## src/rtl/an_xmit_ctrl.sv

```systemverilog
// an_xmit_ctrl
// 1000BASE-X auto-negotiation arbiter (Clause 37 subset). It watches decoded /C/ and /I/
// ordered-set indications from the PCS receiver and sequences the PCS transmitter through
// CONFIGURATION -> IDLE -> DATA, supplying the config word to send.
//
// Ports
//   clk                 PCS clock, all logic on the rising edge
//   reset               asynchronous, active-high
//   sync_status         receiver code-group sync acquired
//   mr_an_enable        management: auto-negotiation enabled
//   mr_restart_an       management: restart negotiation (single-cycle pulse)
//   mr_adv_ability      local advertised ability (bit 14 replaced by ACK)
//   rx_config_valid     pulse: rx_Config_Reg holds a freshly decoded /C/ word
//   rx_Config_Reg       received config word
//   rx_idle_valid       pulse: one /I/ ordered set decoded
//   rx_invalid          pulse: invalid code-group seen
//   xmit                0 = CONFIGURATION, 1 = IDLE, 2 = DATA
//   tx_Config_Reg       config word for the transmitter
//   mr_an_complete      negotiation finished, link in DATA
//   mr_page_rx          partner page received
//   mr_lp_adv_ability   partner ability latched at ability match
module an_xmit_ctrl #(
  parameter int LINK_TIMER_CYCLES = 1250000,
  parameter int MATCH_COUNT       = 3
) (
  input  logic        clk,
  input  logic        reset,
  input  logic        sync_status,
  input  logic        mr_an_enable,
  input  logic        mr_restart_an,
  input  logic [15:0] mr_adv_ability,
  input  logic        rx_config_valid,
  input  logic [15:0] rx_Config_Reg,
  input  logic        rx_idle_valid,
  input  logic        rx_invalid,
  output logic [1:0]  xmit,
  output logic [15:0] tx_Config_Reg,
  output logic        mr_an_complete,
  output logic        mr_page_rx,
  output logic [15:0] mr_lp_adv_ability
);

  localparam logic [2:0] ST_AN_ENABLE    = 3'd0;
  localparam logic [2:0] ST_AN_RESTART   = 3'd1;
  localparam logic [2:0] ST_ABILITY_DET  = 3'd2;
  localparam logic [2:0] ST_ACK_DET      = 3'd3;
  localparam logic [2:0] ST_COMPLETE_ACK = 3'd4;
  localparam logic [2:0] ST_IDLE_DET     = 3'd5;
  localparam logic [2:0] ST_LINK_OK      = 3'd6;

  localparam int          TW        = $clog2(LINK_TIMER_CYCLES);
  localparam logic [TW-1:0] TIMER_LOAD = TW'(LINK_TIMER_CYCLES - 1);
  localparam logic [2:0]  CNT_MAX   = 3'(MATCH_COUNT);
  localparam logic [15:0] ACK_BIT   = 16'h4000;

  logic [2:0]    state_reg, state_local, state_next;
  logic          an_enable_reg;
  logic [TW-1:0] timer_reg;
  logic [2:0]    abl_cnt_reg, ack_cnt_reg, idle_cnt_reg;
  logic [15:0]   prev_masked_reg, prev_raw_reg;
  logic [1:0]    xmit_reg;
  logic [15:0]   tx_reg, lp_reg;
  logic          complete_reg, page_reg;

  logic timer_done, ability_match, ack_match, idle_match, zero_match, consistency_match;
  logic restart_hit, override_hit, entering, loads_timer, rx_equal;
  logic [15:0] rx_masked;

  assign timer_done        = (timer_reg == '0);
  assign ability_match     = (abl_cnt_reg == CNT_MAX);
  assign ack_match         = (ack_cnt_reg == CNT_MAX);
  assign idle_match        = (idle_cnt_reg == CNT_MAX);
  // Counters only move on a /C/ word, so the last stored word is the one that matched.
  assign zero_match        = ability_match && (prev_raw_reg == 16'h0000);
  assign consistency_match = (prev_masked_reg == (lp_reg & ~ACK_BIT));
  assign rx_masked         = rx_Config_Reg & ~ACK_BIT;
  assign rx_equal          = (rx_masked == prev_masked_reg);

  // Local transitions of the arbitration state machine.
  always_comb begin
    state_local = state_reg;
    case (state_reg)
      ST_AN_ENABLE:    state_local = mr_an_enable ? ST_AN_RESTART : ST_LINK_OK;
      ST_AN_RESTART:   if (timer_done) state_local = ST_ABILITY_DET;
      ST_ABILITY_DET:  if (ability_match && !zero_match) state_local = ST_ACK_DET;
      ST_ACK_DET: begin
        if (ack_match)       state_local = consistency_match ? ST_COMPLETE_ACK : ST_AN_ENABLE;
        else if (zero_match) state_local = ST_AN_ENABLE;
      end
      ST_COMPLETE_ACK: begin
        if (zero_match)      state_local = ST_AN_ENABLE;
        else if (timer_done) state_local = ST_IDLE_DET;
      end
      ST_IDLE_DET: begin
        if (zero_match)                      state_local = ST_AN_ENABLE;
        else if (timer_done && idle_match)   state_local = ST_LINK_OK;
      end
      ST_LINK_OK:      if (mr_an_enable && (ability_match || rx_invalid)) state_local = ST_AN_ENABLE;
      default:         state_local = ST_AN_ENABLE;
    endcase
  end

  // Management and sync overrides beat any local transition in the same cycle.
  always_comb begin
    restart_hit  = mr_restart_an && mr_an_enable;
    override_hit = 1'b1;
    if (!sync_status)                        state_next = ST_AN_ENABLE;
    else if (restart_hit)                    state_next = ST_AN_RESTART;
    else if (an_enable_reg && !mr_an_enable) state_next = ST_AN_ENABLE;
    else begin
      state_next   = state_local;
      override_hit = 1'b0;
    end
    // An override counts as a fresh entry even when the state code does not change,
    // so a restart issued during AN_RESTART reloads the timer.
    entering    = override_hit || (state_next != state_reg);
    loads_timer = (state_next == ST_AN_RESTART) || (state_next == ST_COMPLETE_ACK) ||
                  (state_next == ST_IDLE_DET);
  end

  always_ff @(posedge clk or posedge reset) begin
    if (reset) begin
      state_reg       <= ST_AN_ENABLE;
      an_enable_reg   <= 1'b0;
      timer_reg       <= '0;
      abl_cnt_reg     <= '0;
      ack_cnt_reg     <= '0;
      idle_cnt_reg    <= '0;
      prev_masked_reg <= '0;
      prev_raw_reg    <= '0;
      xmit_reg        <= 2'd0;
      tx_reg          <= '0;
      lp_reg          <= '0;
      complete_reg    <= 1'b0;
      page_reg        <= 1'b0;
    end else begin
      state_reg     <= state_next;
      an_enable_reg <= mr_an_enable;

      if (entering && loads_timer) timer_reg <= TIMER_LOAD;
      else if (!timer_done)        timer_reg <= timer_reg - TW'(1);

      if (rx_config_valid) begin
        prev_masked_reg <= rx_masked;
        prev_raw_reg    <= rx_Config_Reg;
      end

      if (entering) begin
        abl_cnt_reg  <= '0;
        ack_cnt_reg  <= '0;
        idle_cnt_reg <= '0;
      end else if (rx_config_valid) begin
        abl_cnt_reg  <= !rx_equal ? 3'd1 : (ability_match ? CNT_MAX : abl_cnt_reg + 3'd1);
        if (!rx_Config_Reg[14]) ack_cnt_reg <= '0;
        else ack_cnt_reg <= !rx_equal ? 3'd1 : (ack_match ? CNT_MAX : ack_cnt_reg + 3'd1);
        idle_cnt_reg <= '0;
      end else if (rx_idle_valid && !idle_match) begin
        idle_cnt_reg <= idle_cnt_reg + 3'd1;
      end

      if ((state_reg == ST_ABILITY_DET) && (state_next == ST_ACK_DET))
        lp_reg <= prev_raw_reg;

      // Outputs follow the next state so they change together with the state register.
      case (state_next)
        ST_AN_ENABLE, ST_AN_RESTART: begin
          xmit_reg <= 2'd0;
          tx_reg   <= '0;
        end
        ST_ABILITY_DET: begin
          xmit_reg <= 2'd0;
          tx_reg   <= mr_adv_ability & ~ACK_BIT;
        end
        ST_ACK_DET, ST_COMPLETE_ACK: begin
          xmit_reg <= 2'd0;
          tx_reg   <= tx_reg | ACK_BIT;  // ability frozen on leaving ABILITY_DETECT
        end
        ST_IDLE_DET: xmit_reg <= 2'd1;
        default:     xmit_reg <= 2'd2;
      endcase

      if (state_next == ST_AN_ENABLE)         page_reg <= 1'b0;
      else if (state_next == ST_COMPLETE_ACK) page_reg <= 1'b1;

      complete_reg <= (state_next == ST_LINK_OK) && mr_an_enable;
    end
  end

  assign xmit              = xmit_reg;
  assign tx_Config_Reg     = tx_reg;
  assign mr_an_complete    = complete_reg;
  assign mr_page_rx        = page_reg;
  assign mr_lp_adv_ability = lp_reg;

endmodule

```

## config.mk

```make
export PLATFORM = sky130hd
export DESIGN_NAME = an_xmit_ctrl
export DESIGN_NICKNAME = d
export VERILOG_FILES = /design/src/rtl/an_xmit_ctrl.sv
export SDC_FILE = /design/constraint.sdc
export NUM_CORES = 1
export LEC_CHECK = 0
export ABC_CLOCK_PERIOD_IN_PS = 4150
export BUFFER_PORTS_ARGS = -buffer_cell sky130_fd_sc_hd__buf_2
export CORE_ASPECT_RATIO = 1.2
export CORE_MARGIN = 2
export CORE_UTILIZATION = 50
export CTS_CLUSTER_DIAMETER = 50
export DETAILED_ROUTE_END_ITERATION = 8
export GPL_ROUTABILITY_DRIVEN = 0
export PLACE_DENSITY = 0.73
export SLEW_MARGIN = 25
export SYNTH_ARGS = -nofsm -noshare
export SYNTH_HDL_FRONTEND = slang
export SYNTH_SLANG_ARGS = --single-unit
```

## constraint.sdc

```tcl
create_clock -name clk -period 4.15 [get_ports clk]
set_input_delay 0.415 -clock clk [delete_from_list [all_inputs] [get_ports clk]]
set_output_delay 0.415 -clock clk [all_outputs]
set_load 0.02 [all_outputs]
```

---- Word-level counts from Yosys, hierarchy flattened ----
Index checks and enable logic that the tools add are counted.
storage, ports and cells
  bits in latches ......................... 0
  output and inout bits ................... 36
  memories ................................ 0
  register bits ........................... 101
  input bits .............................. 40
  RAM bits ................................ 0
  memory bits (read-only) ................. 0
cells by class
  divide/modulo/power cells ............... 0
  bitwise operators ....................... 1
  shift-type cells ........................ 0
  multiply operators ...................... 0
  muxes and demuxes ....................... 36
  reductions and logical operators ........ 30
  order comparisons ....................... 0
  eq/ne operators ......................... 19
  $add $sub $neg .......................... 4
operator list
  cell                                                                     number
  3-bit 2-to-1 mux                                                         26
  16-bit case mux with 3 select lines                                      1
  21-bit 2-to-1 mux                                                        2
  15-bit == test                                                           2
  3-bit by 2-bit == test with 1-bit output, second input constant          7
  21-bit logical NOT                                                       1
  3-bit case mux with 7 select lines                                       1
  21-bit by 1-bit subtractor with 21-bit output, second input constant     1
  3-bit == test, second input constant                                     6
  16-bit logical NOT                                                       1
  1-bit logical AND                                                        10
  3-bit by 1-bit adder with 3-bit output, second input constant            3
  3-bit by 1-bit == test with 1-bit output, second input constant          2
  3-bit logical NOT                                                        2
  2-bit nonzero test                                                       3
  3-bit nonzero test                                                       2
  1-bit 2-to-1 mux                                                         5
  5-bit OR reduction                                                       1
  1-bit logical OR                                                         4
  2-bit case mux with 2 select lines                                       1
  2-bit OR reduction                                                       2
  1-bit logical NOT                                                        3
  3-bit inequality test                                                    1
  2-bit by 1-bit inequality test with 1-bit output, second input constant  1
  2 further kinds                                                          2

---- Longest topological paths before layout ----
  depth after elaboration ................. 14
  mapped depth ............................ 13
  mapped depth without buffers ............ 11

---- Worst setup path after synthesis ----
No wires, ideal clock.
  path kind ............................... register to register
  start ................................... register timer_reg[0]
  end ..................................... register tx_reg[0], in the netlist tx_Config_Reg[0]
  period minus slack after synthesis ...... 3.067 ns
  arrival ................................. 3.001 ns
  buffers on the path ..................... 2
  cell stages (with the launch flop) ...... 14
  setup time .............................. 0.066 ns
  path slack .............................. 1.083 ns
  cell sequence ........................... dfrtp_1 inv_1 ha_1 or4b_4 or4_4 or2_4 a2111o_1 nand2_2 nand2b_4 clkinv_4 and3_1 buf_6 buf_8 a22o_1
between the ends
  word-level cells in the longest chain between the ends .. 12
  elaborated cells between the ends (all ways) .. 22
  those cells by class .................... eq/ne: 4; mux: 10; bitwise: 1; reduce/logical: 7
RTL lines
  element                                                                 RTL line  source
  start: declaration                                                      58        logic [TW-1:0] timer_reg;
  start signal: assignment                                                141       else if (!timer_done) timer_reg <= timer_reg - TW'(1);
  21-bit logical NOT (*)                                                  69        assign timer_done = (timer_reg == '0);
  1-bit logical AND                                                       96        else if (timer_done && idle_match) state_local = ST_LINK_OK;
  3-bit 2-to-1 mux                                                        96
  3-bit 2-to-1 mux                                                        95        if (zero_match) state_local = ST_AN_ENABLE;
  3-bit case mux with 7 select lines (*)                                  82        case (state_reg)
  3-bit 2-to-1 mux (*)                                                    109       else if (an_enable_reg && !mr_an_enable) state_next = ST_AN_ENABLE;
  3-bit 2-to-1 mux (*)                                                    108       else if (restart_hit) state_next = ST_AN_RESTART;
  3-bit 2-to-1 mux (*)                                                    107       if (!sync_status) state_next = ST_AN_ENABLE;
  3-bit by 1-bit == test with 1-bit output, or another cell as far along  165       case (state_next)
  2-bit OR reduction                                                      165
  2-bit nonzero test (no source line) or 1-bit inverter (tied branches)   n/a
  2-bit AND reduction (no source line)                                    n/a
  end signal: assignment                                                  172       tx_reg <= mr_adv_ability & ~ACK_BIT;
  end signal: assignment                                                  176       tx_reg <= tx_reg | ACK_BIT;
  end: declaration                                                        62        logic [15:0] tx_reg, lp_reg;
Mark *: on every way between the ends. The rest lies on a longest branch, timed or not.
A chain may end at the register's enable or synchronous reset.

---- Final worst setup path ----
  start ................................... register timer_reg[0]
  end ..................................... register tx_reg[7], in the netlist tx_Config_Reg[7]
Same word-level chain as after synthesis.

==> flow_metrics.env <==
export IMPL_clock_root_buffer="clkbuf_8"
export IMPL_ys_async_sr_fraction_pct=100
export IMPL_finalWirelength_um=9190
export IMPL_synthTopCellsByCount="dfrtp_1, mux2_2, nor2_1, xor2_1, xnor2_1"
export IMPL_clock_sink_count=86
export IMPL_period_share_pct=87.3
export IMPL_fin_util_pct=59.0
export IMPL_arrival_ns=3.92
export IMPL_setup_worst_path_start_class="register"
export IMPL_insertion_delay_ns=0.36
export IMPL_cts_hold_buf=0
export IMPL_postSynthCellCount=390
export IMPL_yosys_warnings=0
export IMPL_hpwl_um=6570
export IMPL_synth_edf_count=0
export IMPL_num_rows=37
export IMPL_path_cells="inv_1 -> ha_1 -> or4b_4 -> or4_4 -> or2_4 -> a2111o_1 -> nand2_2 -> nand2b_4 -> clkinv_4 -> and3_1 -> a22o_1"
export IMPL_synthDominantCellAreaShare_pct=49.8
export IMPL_hold_ws_ns=0.178
export IMPL_crit_path_end_kind="register"
export IMPL_worst_slew_pin_slew_ns=0.823
export IMPL_drive_gt1_share_pct=29.9
export IMPL_antenna_found_initial=0
export IMPL_ys_top_cells_by_area="dfrtp_1, mux2_2, xor2_1, xnor2_1, a22o_1"
export IMPL_nets=509
export IMPL_max_freq_ghz=0.276
export IMPL_period_minus_slack_ns=3.62
export IMPL_relSlewSlack_pct=45.1
export IMPL_globalRouteOverflowTotal=0
export IMPL_yosysTopAreaCell="dfrtp_1"
export IMPL_setup_worst_path_class="reg2reg"
export IMPL_portBuffers=74
export IMPL_clock_path_buffers=2
export IMPL_clk_pin_slew_ns=0.10
export IMPL_postCtsSetupRepairBufs=0
export IMPL_grt_total_usage_pct=21.1
export IMPL_slowest_delay_ns=0.53
export IMPL_final_area_um2=5000
export IMPL_synth_distinct_cells=59
export IMPL_place_area_um2=4780
export IMPL_required_ns=4.45
export IMPL_drt_vias_per_instance=5.60
export IMPL_power_mw=2.03
export IMPL_start_util_pct=51.0
export IMPL_synth_ff_type="dfrtp_1"
export IMPL_post_place_ws_ns=0.551
export IMPL_coreArea_um2=8470
export IMPL_cap_violations=0
export IMPL_power_leakage_nw=2.32
export IMPL_cp_slowest_cell="or4_4"
export IMPL_antenna_left=0
export IMPL_area_growth_syn_to_layout_pct=15.7
export IMPL_ios=76
export IMPL_ys_seq_elements=86
export IMPL_avgSynthCellArea_um2=11.1
export IMPL_placed_cells=569
export IMPL_yosysSeqAreaShare_pct=49.8
export IMPL_grt_max_degree=50
export IMPL_crit_path_max_fanout=15
export IMPL_n_antenna_cell=0
export IMPL_post_drt_wl_per_cell_um=15.7
export IMPL_setup_slack_ns=0.528
export IMPL_syn_area_um2=4320
export IMPL_first_iter_violations=188
export IMPL_largest_reg_flops=21
export IMPL_die_w_um=88.9
export IMPL_rsz0062_at_grt="false"
export IMPL_dr_pass1_iters=5
export IMPL_rrSetupSlack_ns=0.53
export IMPL_drc=0
export IMPL_yosys_cell_count_top_type="dfrtp_1"
export IMPL_power_density_nw_per_um2=406
export IMPL_die_h_um=106
export IMPL_maxSlewViolCount=0
export IMPL_grt_pass1_wl_um=15500
export IMPL_hold_viol_final=0
export IMPL_grt_pass1_vias=3192
export IMPL_cts_tree="yes"
export IMPL_vias=3280
export IMPL_fin_worst_skew_ns=0.0107
export IMPL_fp_dieArea_um2=9410
export IMPL_synth_fp_nets=435
export IMPL_hp_class="in2async"
export IMPL_setup_viol=0
export IMPL_finalNonFillerCells=586
export IMPL_status="finished clean"
export IMPL_cts_resized=0
export IMPL_cts_htree_levels=3
export IMPL_fin_tns_setup_ns=0
export IMPL_crit_buf_inv=2
export IMPL_crit_family="simple AND/OR/NAND/NOR gates"
export IMPL_cts_made_buffers=9
export IMPL_vdd_drop_max_mv=0.212
[worst register-to-register path, delay by kind of cell (launching register included)]
family                   cells  cell delay [ns]
AO/OA/AOI/OAI                2             0.64
adder cells (fa/ha/maj)      1             0.19
buffers and inverters        2             0.26
flip-flops                   1             0.40
AND/OR/NAND/NOR              6             2.09
[cells by family after synthesis]
kind of cell    Yosys count  share of synthesized area (%)
mux                      33                           8.54
compound gates           81                           13.4
buf+inv                  26                           3.13
xor+xnor                 45                           9.12
fa+ha+maj                 5                           1.45
simple gates            114                           14.6
flops                    86                           49.8
[report_power, final]
group          internal (mW)  total, mW  switching [mW]
combinational          0.176      0.407           0.231
clock                  0.288      0.613           0.326
sequential             0.916       1.01          0.0922
total                   1.38       2.03           0.649
[layout make-up]
cell class,count,area (um^2)
fillers,738,3470
multi-input cells,278,2040
clock buffers,9,124
well taps,117,146
inverters,11,47.5
clock inverters,7,81.3
flip-flops and latches,86,2150
repair buffers,78,404
[final timing paths]
check | from | end | cells past startpoint
setup / recovery | timer_reg[0]$_DFFE_PP0P_ | tx_Config_Reg[7]$_DFFE_PP0P_ | 11
hold / removal | reset | mr_lp_adv_ability[0]$_DFFE_PP0P_ | 2
setup reg to reg | timer_reg[0]$_DFFE_PP0P_ | tx_Config_Reg[7]$_DFFE_PP0P_ | 11
hold reg to reg | tx_Config_Reg[1]$_DFFE_PP0P_ | tx_Config_Reg[1]$_DFFE_PP0P_ | 1
max in group asynchronous | reset | timer_reg[0]$_DFFE_PP0P_ | 3
min in group clk | mr_adv_ability[5] | tx_Config_Reg[5]$_DFFE_PP0P_ | 2
[cell usage in the layout, fill, tap and decap left out, types with 3 or more instances in the layout]
| cell type | instances |
|---|---|
| dfrtp_1 | 86 |
| buf_2 | 74 |
| mux2_2 | 31 |
| nor2_1 | 23 |
| xor2_1 | 23 |
| xnor2_1 | 22 |
| o21ai_0 | 18 |
| nor4_1 | 17 |
| nand2_1 | 17 |
| a22o_1 | 16 |
| a21oi_1 | 12 |
| nand3_1 | 9 |
| clkbuf_8 | 9 |
| nor3_1 | 8 |
| inv_1 | 8 |
| nand2b_1 | 6 |
| a21o_1 | 6 |
| nand4_1 | 5 |
| ha_1 | 5 |
| nor2b_1 | 4 |
| or2_2 | 4 |
| o211ai_1 | 4 |
| and3_1 | 4 |
| a211o_1 | 3 |
| o22ai_1 | 3 |
| clkinv_4 | 3 |
| or3_1 | 3 |
| buf_4 | 3 |
[layer usage]
layer  global-route usage, %  vias to the layer above  wire (um)
met5                       0                        -          0
met4                    7.14                        0        146
met3                    4.23                       14        479
met2                    33.0                       82       4390
met1                    29.3                     1615       4170
li1                        -                     1569          -
Power figures use the tool's default switching activity.
